**config.mk**
```make
export PLATFORM = sky130hd
export DESIGN_NAME = serial_bcd_addsub_controller
export DESIGN_NICKNAME = d
export VERILOG_FILES = /design/src/rtl/serial_bcd_addsub_controller.sv
export SDC_FILE = /design/constraint.sdc
export NUM_CORES = 1
export LEC_CHECK = 0
export CORE_UTILIZATION = 55
export CTS_CLUSTER_DIAMETER = 150
export DETAILED_ROUTE_END_ITERATION = 16
export HOLD_SLACK_MARGIN = 0.08
export MAX_ROUTING_LAYER = met4
export PLACE_DENSITY = 0.87
export SETUP_SLACK_MARGIN = 0.5
export SLEW_MARGIN = 20
export SYNTH_ARGS = -nofsm -noshare
export SYNTH_HDL_FRONTEND = slang
export SYNTH_SLANG_ARGS = --single-unit
```
**constraint.sdc**
```tcl
create_clock -name Clock -period 5.3 [get_ports Clock]
set_clock_uncertainty 0.2 [all_clocks]
set_input_delay 1.06 -clock Clock [delete_from_list [all_inputs] [get_ports Clock]]
set_output_delay 1.06 -clock Clock [all_outputs]
set_load 0.01 [all_outputs]
```
**src/rtl/serial_bcd_addsub_controller.sv**
```systemverilog
// serial_bcd_addsub_controller: digit-serial BCD add/subtract with sign-magnitude result.
// One shared BCD digit slice; subtraction uses 9's complement plus a recomplement pass when negative.
module serial_bcd_addsub_controller #(
    parameter int DIGITS = 4
) (
    input  logic                Clock,
    input  logic                Reset,
    input  logic                Start,
    input  logic                Mode,
    input  logic [4*DIGITS-1:0] A,
    input  logic [4*DIGITS-1:0] B,
    output logic                Busy,
    output logic                Done,
    output logic [4*DIGITS-1:0] Result,
    output logic                Carry_Out,
    output logic                Negative,
    output logic                Invalid
);
    localparam int W  = 4 * DIGITS;
    localparam int IW = DIGITS > 1 ? $clog2(DIGITS) : 1;

    typedef enum logic [1:0] {IDLE, ADD, FIX, DONE} state_t;

    state_t        state_q, state_d;
    logic [IW-1:0] idx_q, idx_d;
    logic          carry_q, carry_d;
    logic          mode_q, mode_d;
    logic [W-1:0]  a_q, a_d, b_q, b_d, res_q, res_d;
    logic [W-1:0]  result_q, result_d;
    logic          cout_q, cout_d, neg_q, neg_d, inv_q, inv_d;
    logic          bad, last, sc;
    logic [3:0]    x, y, bd, rd, sd;
    logic [4:0]    s;

    always_comb begin
        bad = 1'b0;
        for (int i = 0; i < DIGITS; i++)
            bad = bad | (A[4*i +: 4] > 4'd9) | (B[4*i +: 4] > 4'd9);
    end

    // Shared slice: FIX feeds 9's complement of the working result digit with X = 0
    assign bd   = b_q[{idx_q, 2'b00} +: 4];
    assign rd   = res_q[{idx_q, 2'b00} +: 4];
    assign x    = state_q == FIX ? 4'd0 : a_q[{idx_q, 2'b00} +: 4];
    assign y    = state_q == FIX ? 4'd9 - rd : mode_q ? 4'd9 - bd : bd;
    assign s    = {1'b0, x} + {1'b0, y} + {4'd0, carry_q};
    assign sc   = s > 5'd9;
    assign sd   = sc ? s[3:0] + 4'd6 : s[3:0];
    assign last = idx_q == IW'(DIGITS - 1);

    always_comb begin
        state_d  = state_q;
        idx_d    = idx_q;
        carry_d  = carry_q;
        mode_d   = mode_q;
        a_d      = a_q;
        b_d      = b_q;
        res_d    = res_q;
        result_d = result_q;
        cout_d   = cout_q;
        neg_d    = neg_q;
        inv_d    = inv_q;
        case (state_q)
            IDLE: if (Start) begin
                a_d     = A;
                b_d     = B;
                mode_d  = Mode;
                idx_d   = '0;
                carry_d = Mode;
                res_d   = '0;
                state_d = bad ? DONE : ADD;
                if (bad) begin
                    result_d = '0;
                    cout_d   = 1'b0;
                    neg_d    = 1'b0;
                    inv_d    = 1'b1;
                end
            end
            ADD: begin
                res_d[{idx_q, 2'b00} +: 4] = sd;
                carry_d = sc;
                idx_d   = last ? '0 : idx_q + 1'b1;
                if (last && (!mode_q || sc)) begin
                    state_d  = DONE;
                    result_d = res_d;
                    cout_d   = sc;
                    neg_d    = 1'b0;
                    inv_d    = 1'b0;
                end else if (last) begin
                    state_d = FIX;
                    carry_d = 1'b1;
                end
            end
            FIX: begin
                res_d[{idx_q, 2'b00} +: 4] = sd;
                carry_d = sc;
                idx_d   = last ? '0 : idx_q + 1'b1;
                if (last) begin
                    state_d  = DONE;
                    result_d = res_d;
                    cout_d   = 1'b0;
                    neg_d    = 1'b1;
                    inv_d    = 1'b0;
                end
            end
            DONE: state_d = IDLE;
        endcase
    end

    always_ff @(posedge Clock) begin
        if (Reset) begin
            state_q  <= IDLE;
            idx_q    <= '0;
            carry_q  <= 1'b0;
            mode_q   <= 1'b0;
            a_q      <= '0;
            b_q      <= '0;
            res_q    <= '0;
            result_q <= '0;
            cout_q   <= 1'b0;
            neg_q    <= 1'b0;
            inv_q    <= 1'b0;
        end else begin
            state_q  <= state_d;
            idx_q    <= idx_d;
            carry_q  <= carry_d;
            mode_q   <= mode_d;
            a_q      <= a_d;
            b_q      <= b_d;
            res_q    <= res_d;
            result_q <= result_d;
            cout_q   <= cout_d;
            neg_q    <= neg_d;
            inv_q    <= inv_d;
        end
    end

    assign Busy      = state_q == ADD || state_q == FIX;
    assign Done      = state_q == DONE;
    assign Result    = result_q;
    assign Carry_Out = cout_q;
    assign Negative  = neg_q;
    assign Invalid   = inv_q;
endmodule

```
# Word level (Yosys, flattened, before mapping)
# Index checks and enable logic that the tools add are counted.
# Widths: inputs -> output; s select.
# word_totals
output_inout_bits	21
register_bits	73
in_bits	36
wordCells	97
# op_classes
n_lt_le_gt_ge	9
bitwise_logic	7
n_shift	5
n_reduce_logical	13
n_mux	36
addsub	7
eq_ne	9
# ops
cell	n
$mux 16	5
$pmux 16 s3	1
$shiftx 16x5->4	3
$gt 4x4->1 const B	8
$pmux 16 s2	1
$bwmux 16	1
$mux 4	4
$shift 4x6->16 const A	1
$shiftx 4x6->16	1
$mux 2	7
$pmux 1 s3	4
$mux 1	11
$ne 2x2->1 const B	4
$pmux 2 s4	1
$sub 4x4->4 const A	2
$or 1x1->1	7
$eq 2x2->1 const B	3
$neg 4->6	1
$reduce_and 2->1	3
$add 4x4->5	1
$add 5x1->5	1
$gt 5x4->1 const B	1
$reduce_and 5->1	1
$add 4x3->4 const B	1
12 further kinds	13

# Logic depth before layout (Yosys ltp)
# depth
ltp_word	12
mapped_depth	17
mapped_depth_nobuf	14

# Worst setup path after synthesis
# No wires, ideal clock.
# synth_path
kind	flip-flop to flip-flop
startpoint	reg idx_q[0]
endpoint	reg res_q[1]
path_buffers	1
t_arrival_ns	3.610
required_time_ns	5.030
stages_incl_launch_ff	14
setup_ns	0.070
period_less_slack_ns	3.880
path_slack_ns	1.420
cell_sequence	dfxtp_1 > buf_2 > mux4_2 > xor2_1 > o21ai_0 > fa_1 > inv_1 > fa_1 > inv_2 > or3_1 > o31ai_2 > a311oi_2 > or3_1 > a21oi_1
# synth_between
elab_chain_cells	11
word_cells_on_any_way	18
cone_classes	add/sub (6); order compare (1); shift (5); mux (6)
# synth_rtl
item	line_no	text
start, declared	25	logic [IW-1:0] idx_q, idx_d;
start signal, assigned	125	idx_q <= idx_d;
$shiftx 16x5->4	42	assign bd = b_q[{idx_q, 2'b00} +: 4];
$sub 4x4->4	45	assign y = state_q == FIX ? 4'd9 - rd : mode_q ? 4'd9 - bd : bd;
$mux 4 (2 in series)	45	
$add 4x4->5	46	assign s = {1'b0, x} + {1'b0, y} + {4'd0, carry_q};
$add 5x1->5	46	
$add 4x3->4 or $gt 5x4->1 (tied branches)	48, 47	
$mux 4	48	assign sd = sc ? s[3:0] + 4'd6 : s[3:0];
$shiftx 4x6->16	80, 95	
$bwmux 16 *	80, 95	
$pmux 16 s2 *	63	case (state_q)
end signal, assigned	130	res_q <= res_d;
end, declared	28	logic [W-1:0] a_q, a_d, b_q, b_d, res_q, res_d;
# Every way passes the cells marked *; elsewhere a longest branch is shown, timed or not.
# A chain may end at the register's enable or synchronous reset.

# Worst setup path after layout
# layout_path
startpoint	reg idx_q[0]
endpoint	reg result_q[14] (netlist: Result[14])
# layout_between
elab_chain_cells	12
word_cells_on_any_way	26
cone_classes	add/sub (6); order compare (1); eq/ne (3); shift (5); mux (8); reduce/logical (3)
# layout_rtl
item	line_no	text
$shiftx 16x5->4	42	
$sub 4x4->4	45	
$mux 4 (2 in series)	45	
$add 4x4->5	46	
$add 5x1->5	46	
$add 4x3->4 or $gt 5x4->1 (tied branches)	48, 47	
$mux 4	48	
$shiftx 4x6->16	80, 95	
$bwmux 16	80, 95	
$mux 16 (on tied branches)	98, 83	
$pmux 16 s3	63	
end signal, assigned	131	result_q <= result_d;
end, declared	29	logic [W-1:0] result_q, result_d;
# Parallel ways exist; a longest one is shown, timed or not. The select of a mux whose other input is x is not followed.

==> summary by stage <==
Clocking
The number of levels the H-tree was split into is 3. After clock tree synthesis, the clock-pin slew on the worst setup and hold paths is around 80 ps. The root buffer cell chosen for the clock tree is sky130_fd_sc_hd__clkbuf_8. Buffers inserted to repair hold after CTS numbered 0. The total clock sinks is 73.

The post-CTS repair timing setup buffer count is 0. The source-to-sink clock delay at the later pin of the worst-skew pair is approximately 350 ps. TritonCTS built the clock tree. The number of buffers created by CTS is 9.

The number of gates given a new drive strength after cts is 0. The maximum count of clock buffers along a single path is 2.

Pwr
The static leakage is 1.70 nW. The share of total power dissipated in combinational logic is a little under three fifths. The worst-case IR drop observed on VDD is between 0.0002 and 0.0003 V. The design draws 2.71 mW. Internal power comes to roughly 1.5 mW. The net switching power figure is 1.22 mW.

The power share of the sequential group is between 20% and 30%. The fraction of power spent switching nets is 44.9%. The power density over cell area is between 500 and 600 mW/mm^2. The clock network fraction of total power is between 10% and 20%.

Worst setup path
The end of the worst register-to-register path is Result[14]. The launch instance of the worst register-to-register path is idx_q[0]. The worst setup path is of the reg -> reg kind. Among cell families on the critical path, the largest total delay comes from adder cells. The largest individual stage delay along the critical path comes from the cell sky130_fd_sc_hd__dfxtp_1. The origin of the worst setup path is idx_q[0]. Counting buffers and inverters, the worst setup path is 14 cells deep. The number of buffers and inverters on the critical path is 3. Data arrives at the worst endpoint at 4300 ps. The setup slack on the worst flop-to-flop path is about 1000 ps.

Of all nets on the critical path, the largest fanout is 33. The worst register-to-register path has a depth of 14. Following the worst setup path forward leads to its endpoint at Result[14]. Traced cell by cell, the critical path runs through buf_4 -> mux4_2 -> nand2_1 -> o21ai_0 -> fa_1 -> inv_1 -> fa_1 -> xnor2_1 -> nand2_1 -> o211ai_4 -> a41oi_4 -> buf_4 -> nor2_1 -> a211oi_1. The largest stage delay on the critical path is 530 ps. The kind of start point of the critical path is a flip-flop. The type of element capturing the critical path is a flip-flop.

The data required time of the worst path is around 5400 ps.

STA
The count of endpoints failing setup in the final report is 0. The setup TNS is 0 ps. The final critical delay including setup and external delays is approximately 4300 ps.

The number of endpoints with negative hold slack in the final report is 0. The worst setup margin is between 1000 and 1500 ps. The share of the cycle needed by the critical path after routing is 80.2%. The number of pins with negative max-slew slack in the final report is 0. Setup repair after global routing left no endpoint under its margin.

The actual slew at the worst max-slew pin is 1040 ps. The relative max-transition margin is 30.7%. The highest attainable clock frequency is 0.235 GHz.

Routing
The remaining routing DRC violations is 0. The detailed-route vias per instance is ~5.8. The number of search-and-repair iterations in the first detailed-routing pass is 5. The total via count after detailed routing is ~3600. After detailed routing, the average wire length per cell comes to about 15 um.

The wire length reported by the detailed router is ~9400 um. The detail route stage leaves a number of antenna-violating nets equal to 0. After the first detailed-routing iteration, the DRC count stood at 404.

Placement
The count of buffers from port buffering is 56. Routability-driven placement finished with a final weighted congestion of about 0.9. The worst setup timing slack at the placement stage is about 1100 ps. Detailed placement ended at an HPWL of about 6600 um. The number of placed instances, taps included, is 598.

Synth
The number of enable flip-flop cells after synthesis is 0. The top-area cell type share of the netlist area is between 30% and 40%. When the netlist entered floorplanning its net count stood at 527. During synthesis, Yosys emitted a total of 0 warnings. The cell taking the most area after synthesis is sky130_fd_sc_hd__dfxtp_1. By area the synthesized netlist is led by sky130_fd_sc_hd__dfxtp_1 36%, sky130_fd_sc_hd__nand2_1 8.9%, sky130_fd_sc_hd__a21oi_1 6.7%. The instance count of the mapped netlist is 472.

The share of synthesized registers carrying an async set or reset is 0%. The most used flip-flop cell after synthesis is sky130_fd_sc_hd__dfxtp_1. In this run, distinct cell masters in the synthesized netlist total between 50 and 60. The synthesized cell area is 0.00401 sq mm. The portion of the post-synthesis area used by sequential elements is 36.5%. The average cell area after synthesis is about 8.5 sq um. The synthesized design contains 73 register bits.

GRT
The wire length of the first global-routing pass is between 15000 and 20000 um. Summed over all layers, the global routing overflow is 0. The via count of the first global-routing pass was roughly 3300. The maximum number of pins on one net before global-route repair is 74. The overall global routing resource usage is between 20% and 30%. The number of antenna violations at the first check in global routing was 0.

Status
The run finished with clean final reports.

Floorplan
The initial utilization of the core area, before any placement, comes to 58.0%. The top-level I/O count is 57. The die covers 0.00763 sq mm. The area inside the core boundary is 0.00691 sq mm. The chip width is a little under 90 um. The floorplan step set the die height to 87.4 um. The floorplan row count is 30.

Final layout
The number of nets in the final layout is approximately 570. The top cell types in the final layout, fill and taps aside, are 95 x sky130_fd_sc_hd__nand2_1, 73 x sky130_fd_sc_hd__dfxtp_1, 55 x sky130_fd_sc_hd__clkdlybuf4s50_1, 54 x sky130_fd_sc_hd__a21oi_1, 42 x sky130_fd_sc_hd__nor2_1. Leaving out fill and tap cells, the most frequent cell in the layout is sky130_fd_sc_hd__nand2_1. For this run, the number of standard cells in the final layout without fillers is slightly above 600. The post-synthesis to final-layout area growth is 18.6%. The number of inserted diodes is 0. The utilization after layout is between 60 and 70%.

The ratio of cells with drive above 1 in the final layout is about a tenth.

Hold path
The type of the most critical hold path is reg -> reg.

Run
Across the run, the number of max-cap violations was 0.
## tightest hold or removal path: stages, from the launching register on
cell and delay (ps):
sky130_fd_sc_hd__dfxtp_1 310, sky130_fd_sc_hd__nand2_1 50, sky130_fd_sc_hd__a21oi_1 50
## power groups by stage
stage | registers (mW) | logic [mW] | clock network, mW
finish | 0.745 | 1.53 | 0.437
global route | 0.759 | 1.67 | 0.458
CTS | 0.745 | 1.51 | 0.439
detailed placement | 0.757 | 1.49 | 0
global placement | 0.752 | 1.46 | 0
floorplan | 0.753 | 1.13 | 0
## metal layers
metal | vias to the layer above | global-route usage [%] | share of wire [%]
li1 | 1749 | - | -
met1 | 1671 | 36.2 | 45
met2 | 142 | 41.6 | 47
met3 | 23 | 4.74 | 6.4
met4 | 0 | 10.1 | 1.9
met5 | - | - | 0
## cell usage after synthesis (6+ instances only)
library cell                n
sky130_fd_sc_hd__nand3_1   11
sky130_fd_sc_hd__a211oi_1   9
sky130_fd_sc_hd__a21oi_1   54
sky130_fd_sc_hd__a32oi_1    6
sky130_fd_sc_hd__ha_1      17
sky130_fd_sc_hd__inv_1     14
sky130_fd_sc_hd__nor2_1    42
sky130_fd_sc_hd__mux4_2    12
sky130_fd_sc_hd__nand2_1   95
sky130_fd_sc_hd__o21ai_0   19
sky130_fd_sc_hd__a22oi_1    6
sky130_fd_sc_hd__clkbuf_1  19
sky130_fd_sc_hd__dfxtp_1   73
sky130_fd_sc_hd__mux2i_1    8
sky130_fd_sc_hd__nor2b_1    6
sky130_fd_sc_hd__nand2b_1   7
## area by class of cell
class                           count  area [sq um]
Tap cell                           96           120
Clock buffer                       10           128
Timing Repair Buffer               60           586
Fill cell                         543          2150
Clock inverter                      6          67.6
Inverter                           15          56.3
Multi-Input combinational cell    354          2340
Sequential cell                    73          1460
## sequential cells by signal, summed over array words and instances (netlist names)
| name | cells |
|---|---|
| Result | 16 |
| Carry_Out | 1 |
| b_q | 16 |
| a_q | 16 |
| carry_q | 1 |
| res_q | 16 |
| idx_q | 2 |
| state_q | 2 |
| Invalid | 1 |
| mode_q | 1 |
| Negative | 1 |
## worst min-delay path by stage
| stage | startpoint | end | slack [ps] | cells after the start |
|---|---|---|---|---|
| finish | b_q[12] | b_q[12] | 260 | 2 |
| global route | a_q[4] | a_q[4] | 280 | 2 |
| CTS | a_q[0] | a_q[0] | 260 | 2 |
| detailed placement | a_q[11] | a_q[11] | 250 | 2 |
| global placement | b_q[3] | b_q[3] | 240 | 2 |
| floorplan | a_q[10] | a_q[10] | 230 | 2 |
## cells by family (layout without fill, tap and decap cells)
logic type | Yosys count | count (layout) | synth area share (%)
compound gates | 121 | 121 | 21.0
xor+xnor | 4 | 4 | 0.874
fa+ha+maj | 19 | 19 | 6.30
mux | 21 | 21 | 9.02
buf+inv | 45 | 91 | 5.31
simple gates | 189 | 189 | 21.0
flops | 73 | 73 | 36.5
## stage by stage
| stage | hold slack (ps) | instance area, sq um |
|---|---|---|
| 6_report | 259 | 4750 |
| 5_1_grt | 277 | 4750 |
| 4_1_cts | 259 | 4750 |
| 3_5_place_dp | 245 | 4560 |
| 3_3_place_gp | 242 | 4560 |
| 2_1_floorplan | 233 | 4010 |
Note: power is estimated with default switching activity, not from simulation.
